File: config.mk
export PLATFORM = sky130hd
export DESIGN_NAME = div_seq
export DESIGN_NICKNAME = d
export VERILOG_FILES = /design/src/rtl/div_seq.sv
export SDC_FILE = /design/constraint.sdc
export NUM_CORES = 1
export LEC_CHECK = 0
export CORE_MARGIN = 2
export CORE_UTILIZATION = 50
export DETAILED_ROUTE_END_ITERATION = 12
export PLACE_DENSITY = 0.76
export SLEW_MARGIN = 20
export SYNTH_ARGS = -nofsm -noshare
export SYNTH_HDL_FRONTEND = slang
export SYNTH_SLANG_ARGS = --single-unit
File: constraint.sdc
create_clock -name clk -period 3.5 [get_ports clk]
set_input_delay 1.05 -clock clk [delete_from_list [all_inputs] [get_ports clk]]
set_output_delay 1.05 -clock clk [all_outputs]
set_load 0.1 [all_outputs]
File: src/rtl/div_seq.sv
// Iterative restoring divider for the RV32M DIV/DIVU/REM/REMU group.
// Optional DIV_SEQ_EARLY_OUT_EN: divide-by-zero, signed overflow and unsigned /1 skip the iteration phase.
module div_seq #(
    parameter int WIDTH  = 32,
    parameter int UNROLL = 1
) (
    input  logic             clk,
    input  logic             rst,
    input  logic             start,
    input  logic [2:0]       mode,
    input  logic [WIDTH-1:0] a,
    input  logic [WIDTH-1:0] b,
    input  logic             kill,
    output logic             busy,
    output logic             done,
    output logic [WIDTH-1:0] q
);

    localparam int N     = WIDTH / UNROLL;
    localparam int CNT_W = (N > 1) ? $clog2(N) : 1;
    localparam logic [CNT_W-1:0] CNT_INIT = CNT_W'(N - 1);
    localparam logic [WIDTH-1:0] MIN_NEG  = {1'b1, {(WIDTH-1){1'b0}}};

    typedef enum logic [2:0] {IDLE, PREP, ITER, FIX, DONE} state_t;

    state_t state, nxt;

    logic [WIDTH-1:0] a_orig, dvd, dsr, rem, q_r;
    logic [CNT_W-1:0] cnt;
    logic is_signed, sel_rem, neg_q, neg_r, dbz, ovf;
    logic dbz_now, ovf_now, early;

    logic [WIDTH-1:0] rem_nx, dvd_nx, quo_fix, rmd_fix, fix_val;
    logic [WIDTH:0]   shifted, trial;

    function automatic logic [WIDTH-1:0] mag(input logic signed [WIDTH-1:0] x);
        mag = x[WIDTH-1] ? WIDTH'(-x) : x;
    endfunction

    function automatic logic [WIDTH-1:0] cond_neg(input logic [WIDTH-1:0] x, input logic en);
        cond_neg = en ? (~x + 1'b1) : x;
    endfunction

    assign dbz_now = (dsr == '0);
    assign ovf_now = is_signed && (a_orig == MIN_NEG) && (dsr == '1);

`ifdef DIV_SEQ_EARLY_OUT_EN
    logic one, one_now;
    assign one_now = !is_signed && (dsr == WIDTH'(1));
    assign early   = dbz_now | ovf_now | one_now;
`else
    assign early   = 1'b0;
`endif

    always_ff @(posedge clk) begin
        if (rst) state <= IDLE;
        else     state <= nxt;
    end

    always_comb begin
        nxt = state;
        if (kill && state != IDLE) begin
            nxt = IDLE;
        end else begin
            case (state)
                IDLE:    if (start && !kill) nxt = PREP;
                PREP:    nxt = early ? FIX : ITER;
                ITER:    if (cnt == '0) nxt = FIX;
                FIX:     nxt = DONE;
                DONE:    nxt = IDLE;
                default: nxt = IDLE;
            endcase
        end
    end

    // UNROLL restoring steps: a W+1-bit trial subtraction decides each quotient bit
    always_comb begin
        rem_nx  = rem;
        dvd_nx  = dvd;
        shifted = '0;
        trial   = '0;
        for (int i = 0; i < UNROLL; i++) begin
            shifted = {rem_nx, dvd_nx[WIDTH-1]};
            trial   = shifted - {1'b0, dsr};
            rem_nx  = trial[WIDTH] ? shifted[WIDTH-1:0] : trial[WIDTH-1:0];
            dvd_nx  = {dvd_nx[WIDTH-2:0], ~trial[WIDTH]};
        end
    end

    always_comb begin
        quo_fix = cond_neg(dvd, neg_q);
        rmd_fix = cond_neg(rem, neg_r);
        if (dbz) begin
            quo_fix = '1;
            rmd_fix = a_orig;
        end
        if (ovf) begin
            quo_fix = MIN_NEG;
            rmd_fix = '0;
        end
`ifdef DIV_SEQ_EARLY_OUT_EN
        if (one) begin
            quo_fix = a_orig;
            rmd_fix = '0;
        end
`endif
        fix_val = sel_rem ? rmd_fix : quo_fix;
    end

    always_ff @(posedge clk) begin
        if (rst) begin
            a_orig    <= '0;
            dvd       <= '0;
            dsr       <= '0;
            rem       <= '0;
            q_r       <= '0;
            cnt       <= '0;
            is_signed <= 1'b0;
            sel_rem   <= 1'b0;
            neg_q     <= 1'b0;
            neg_r     <= 1'b0;
            dbz       <= 1'b0;
            ovf       <= 1'b0;
`ifdef DIV_SEQ_EARLY_OUT_EN
            one       <= 1'b0;
`endif
        end else begin
            case (state)
                IDLE: begin
                    if (start && !kill) begin
                        a_orig    <= a;
                        dsr       <= b;
                        // funct3 codes 0xx fall back to DIVU
                        is_signed <= mode[2] & ~mode[0];
                        sel_rem   <= mode[2] & mode[1];
                    end
                end
                PREP: begin
                    dvd   <= is_signed ? mag(a_orig) : a_orig;
                    dsr   <= is_signed ? mag(dsr) : dsr;
                    neg_q <= is_signed & (a_orig[WIDTH-1] ^ dsr[WIDTH-1]);
                    neg_r <= is_signed & a_orig[WIDTH-1];
                    dbz   <= dbz_now;
                    ovf   <= ovf_now;
`ifdef DIV_SEQ_EARLY_OUT_EN
                    one   <= one_now;
`endif
                    rem   <= '0;
                    cnt   <= CNT_INIT;
                end
                ITER: begin
                    rem <= rem_nx;
                    dvd <= dvd_nx;
                    cnt <= cnt - 1'b1;
                end
                FIX: begin
                    if (!kill) q_r <= fix_val;
                end
                default: ;
            endcase
        end
    end

    assign busy = (state != IDLE);
    assign done = (state == DONE);
    assign q    = q_r;

endmodule
# == Word-level counts from Yosys, hierarchy flattened ==
# Index checks and enable logic that the tools add are counted.
# Widths: inputs -> output; s select.
# classes
add_sub_neg,6
multipliers,0
div_mod_pow,0
order_cmp,0
eq_ne,10
n_shift,0
n_mux,20
bitwise,10
n_reduce_logical,17
# op_table
cell,n
$mux 32,13
$pmux 32 s2,3
$add 32x1->32 const B,2
$eq 32x32->1 const B,2
$neg 32->32,2
$not 32->32,2
$sub 33x32->33,1
$logic_not 32->1,1
$pmux 3 s4,1
$pmux 5 s2,1
$ne 2x2->1 const B,4
$eq 3x2->1 const B,2
$mux 3,2
$reduce_and 2->1,3
$logic_not 5->1,1
$sub 5x1->5 const B,1
$and 1x1->1,4
$logic_and 1x1->1,4
$reduce_and 4->1,1
$reduce_bool 2->1,2
$eq 3x1->1 const B,1
$eq 3x3->1 const B,1
$logic_not 3->1,1
$not 1->1,3
5 further kinds,5
# word_totals
regBits,174
latch_bits,0
ramBits,0
rom_bits,0
output_inout_bits,34
word_cells,77
n_memories,0

# == Longest topological paths before layout ==
# depth
word_depth,6
mapped_depth,14

# == Least setup slack after synthesis ==
# Ideal clock, no wire load.
# synth_timing
path_type,register -> register
start,reg dvd[31]
end,reg rem[29]
setup_time_ns,0.079
arrival_ns,3.176
required_ns,3.421
path_slack_ns,0.245
stages_incl_launch_ff,15
path_cell_list,dfxtp_1 > inv_1 > ha_1 > fa_1 > nor2b_1 > o31ai_2 > a2111o_1 > nand3b_1 > a2111oi_2 > nor4_1 > or4_1 > clkbuf_1 > clkbuf_1 > o2111ai_1 > o211ai_1
# synth_via
elab_chain_cells,3
# synth_lines
element,line_no,rtl
"start, declared",28,"logic [WIDTH-1:0] a_orig, dvd, dsr, rem, q_r;"
"start signal, assigned",139,dvd <= is_signed ? mag(a_orig) : a_orig;
"start signal, assigned",153,dvd <= dvd_nx;
$sub 33x32->33,84,"trial = shifted - {1'b0, dsr};"
$mux 32,85,rem_nx = trial[WIDTH] ? shifted[WIDTH-1:0] : trial[WIDTH-1:0];
$pmux 32 s2,128,case (state)
"end signal, assigned",152,rem <= rem_nx;
"end, declared",28,
# Every way passes these cells.
# A chain may end at the register's enable or synchronous reset.

# == Worst setup path after layout ==
# layout_timing
start,reg dsr[5]
end,reg rem[29]
# layout_via
elab_chain_cells,3
# layout_lines
element,line_no,rtl
"start, declared",28,
"start signal, assigned",140,dsr <= is_signed ? mag(dsr) : dsr;
$sub 33x32->33,84,
$mux 32,85,
$pmux 32 s2,128,
# Every way passes these cells.

==> results by group <==
Run status
  – Status: finished, final reports clean

CTS
  – Clock latency on the worst-skew pair: 0.44 ns
  – CTS tree: built
  – CTS Buf Count: 17
  – Clock-pin transition on the worst setup and hold timing paths: 0.07 ns
  – CTS root buf: clkbuf_16
  – # clock sinks: 174
  – Clk buf depth: 2
  – Htree depth: 4

Synthesis
  – YS warnings: 0
  – Syn nets: 1654
  – Synth Flop Type: dfxtp_1
  – Post-synth EDFFs: 0
  – Syn Std Cell Area: 11500 um2
  – Post-synth cell types: 69
  – Sequential fraction of the synthesis area: 30.2%
  – Mean post-synth cell area: 7.48 um2
  – FF+latch count, synth: 174
  – Synthesized netlist cell count: 1543
  – Synth async-reset ratio: 0%

Run
  – Max Cap Viol: 0

Cells and area
  – Share of cells above drive strength 1: 10.0%
  – Finished Cell Area: 13600 um2
  – Multi-input logic area: 7560 um2
  – Fill count: 2019
  – Synth-to-Final Area Change: 17.7%
  – Final Instance Count excl. Fillers: 1928
  – Fin util: 60.0%
  – Nets: 1741
  – Number of diodes: 0
  – Seq. cell area: 3480 um2

Die
  – Core Area: 22600 um2
  – Ports: 105
  – Die height: 156 um
  – Die footprint: 24300 um2
  – Die width: 156 um
  – Row count: 55
  – Starting density of the core: 51.0%

Pwr
  – Comb pwr share: 19.3%
  – Sequential power share: 43.4%
  – Clock share of power: 37.3%
  – LEAKAGE: 5.23 nW
  – Power per cell area: 357 nW/um2
  – Psw: 1.51 mW
  – Sw Ratio: 31.1%
  – Peak supply drop: 0.277 mV
  – Internal power: 3.34 mW

Detailed routing
  – Final WL: 36800 um
  – DRC viols: 0
  – Wirelength per Cell: 19.1 um
  – Total number of vias: 12217
  – DR pass1 iterations: 5
  – Initial drt markers: 1080
  – ANT nets after route: 0
  – Routed vias/inst: 6.34

Place
  – HPWL after DPL: 27100 um
  – # port buffers: 104
  – Placed Area: 13000 um2
  – # placed instances: 1896
  – Final GP Congestion: 0.956

GRT
  – Global route overflow: 0
  – Number of antenna violations at the first check in global routing: 0
  – First-pass GRT wire length: 58400 um
  – Total GRT Usage: 30.0%
  – Largest net degree at the start of global routing: 49
  – Vias in the first global route: 11341

Hold path
  – Hold path depth: 2
  – HP Class: reg -> reg

Timing
  – Final Hold Vio Count: 0
  – Rel. slew slack: 42.2%
  – Fmax: 306 MHz
  – Setup violators final: 0
  – Fin Setup TNS: 0 ns
  – Clock Skews: 0.0100 ns
  – RSZ-0062 raised after global routing: no
  – Tcrit/Tclk final: 93.5%
  – Final Slew Violations: 0
  – Crit path time final: 3.27 ns
  – Slew @ Worst Pin: 0.866 ns

Worst setup path
  – Reg2Reg Launch Point: dsr[5]
  – Crit path launch type: register
  – Worst Setup End Kind: register
  – Worst Setup Path Type: reg -> reg
  – Crit path DAT: 3.63 ns
  – Critical Path Sink: rem[29]
  – Critical Path Fanout Max: 17
  – Worst-case reg-to-reg path depth: 12
  – End of the worst register-to-register path: rem[29]
  – Critical Path Source: dsr[5]
  – CP required: 3.86 ns
  – R2R setup slack: 0.23 ns
## cell usage in the layout, fill, tap and decap left out, drive strengths merged, types with 43 or more instances in the layout
cell / n
xor2: 57
nor2: 90
inv: 52
nand4: 48
o21ai: 77
o211ai: 43
a21oi: 159
clkdlybuf4s50: 69
buf: 102
dfxtp: 174
nand2: 267
xnor2: 70
## how the worst min path moves through the flow
stage	endpoint	start	slack, ns
2_1_floorplan	cnt[4]	cnt[4]	0.43
3_3_place_gp	q[17]	q[17]	0.43
3_5_place_dp	q[27]	q[27]	0.44
4_1_cts	q[27]	q[27]	0.45
5_1_grt	q[27]	q[27]	0.47
6_report	q[17]	q[17]	0.44
## flip-flops by register name (all words and copies together) (netlist names), 3 cells and up
register,count
cnt,5
state,3
dvd,32
rem,32
dsr,32
q,32
a_orig,32
## final cells by class
class                   instances  share of cell area (%)
clock buffers                  19                    3.19
clock inverters                13                   0.792
inverters                      47                    1.30
multi-input cells            1219                    55.6
flip-flops and latches        174                    25.6
well taps                     285                    2.62
repair buffers                171                    10.8
## power by group through the flow
| stage | logic, mW | registers, mW | clock network, mW |
|---|---|---|---|
| floorplan | 0.612 | 2.13 | 0 |
| global placement | 0.903 | 2.15 | 0 |
| detailed placement | 0.908 | 2.15 | 0 |
| CTS | 0.914 | 2.10 | 1.82 |
| global route | 1.02 | 2.11 | 1.90 |
| finish | 0.935 | 2.10 | 1.80 |
## metal layers
metal | share of wire [%] | global-route usage [%]
met1 | 42 | 38.6
met2 | 45 | 48.2
met3 | 7.5 | 5.50
met4 | 4.8 | 15.6
met5 | 0 | 0
## through the flow
stage               setup WS [ns]  power, mW  hold WS, ns
global placement            0.196       3.05        0.432
CTS                        0.0586       4.84        0.448
floorplan                   0.245       2.74        0.434
detailed placement         0.0845       3.06        0.438
global route              0.00978       5.03        0.467
finish                      0.227       4.85        0.443
## cell families (layout without fill, tap and decap cells)
| family | after synthesis | after routing | share of synthesized area (%) |
|---|---|---|---|
| flops | 174 | 174 | 30.2 |
| xor+xnor | 127 | 127 | 9.64 |
| mux | 5 | 5 | 0.434 |
| simple gates | 563 | 563 | 22.9 |
| fa+ha+maj | 40 | 40 | 4.40 |
| compound gates | 484 | 484 | 27.6 |
| buf+inv | 150 | 250 | 4.91 |
## cells in the mapped netlist, drive strengths merged (12+ instances only)
cell type	n	area (um2)
nor4	18	134
o41ai	13	114
buf	12	48.8
xnor2	70	613
a21oi	159	796
a221oi	21	196
a22oi	36	270
ha	39	488
a21o	15	113
o21ai	77	385
a211oi	20	150
xor2	57	499
o211ai	43	323
nor3	38	206
or4	17	135
nor2	90	338
nand4	48	300
dfxtp	174	3480
nand2	267	1000
clkbuf	91	342
nand3	27	140
inv	47	176
o31ai	29	228
## timing repair
action / 4_1_cts / 5_1_grt
setup endpoints to repair: 0 / 33
resized for setup: 0 / 3
hold buffers: 0 / 0
buffers inserted: 0 / 0
## worst max-delay path, cell delays in order (launching register included)
cell       delay, ns
dfxtp_1         0.39
inv_1           0.13
ha_1            0.37
a21oi_1         0.19
nor2b_1         0.19
a2111o_1        0.17
nand3b_1        0.15
a2111oi_4       0.41
nor4_2          0.10
or4_4           0.47
and2_1          0.20
buf_4           0.21
o211ai_1        0.20
(Power assumes the default switching activity.)
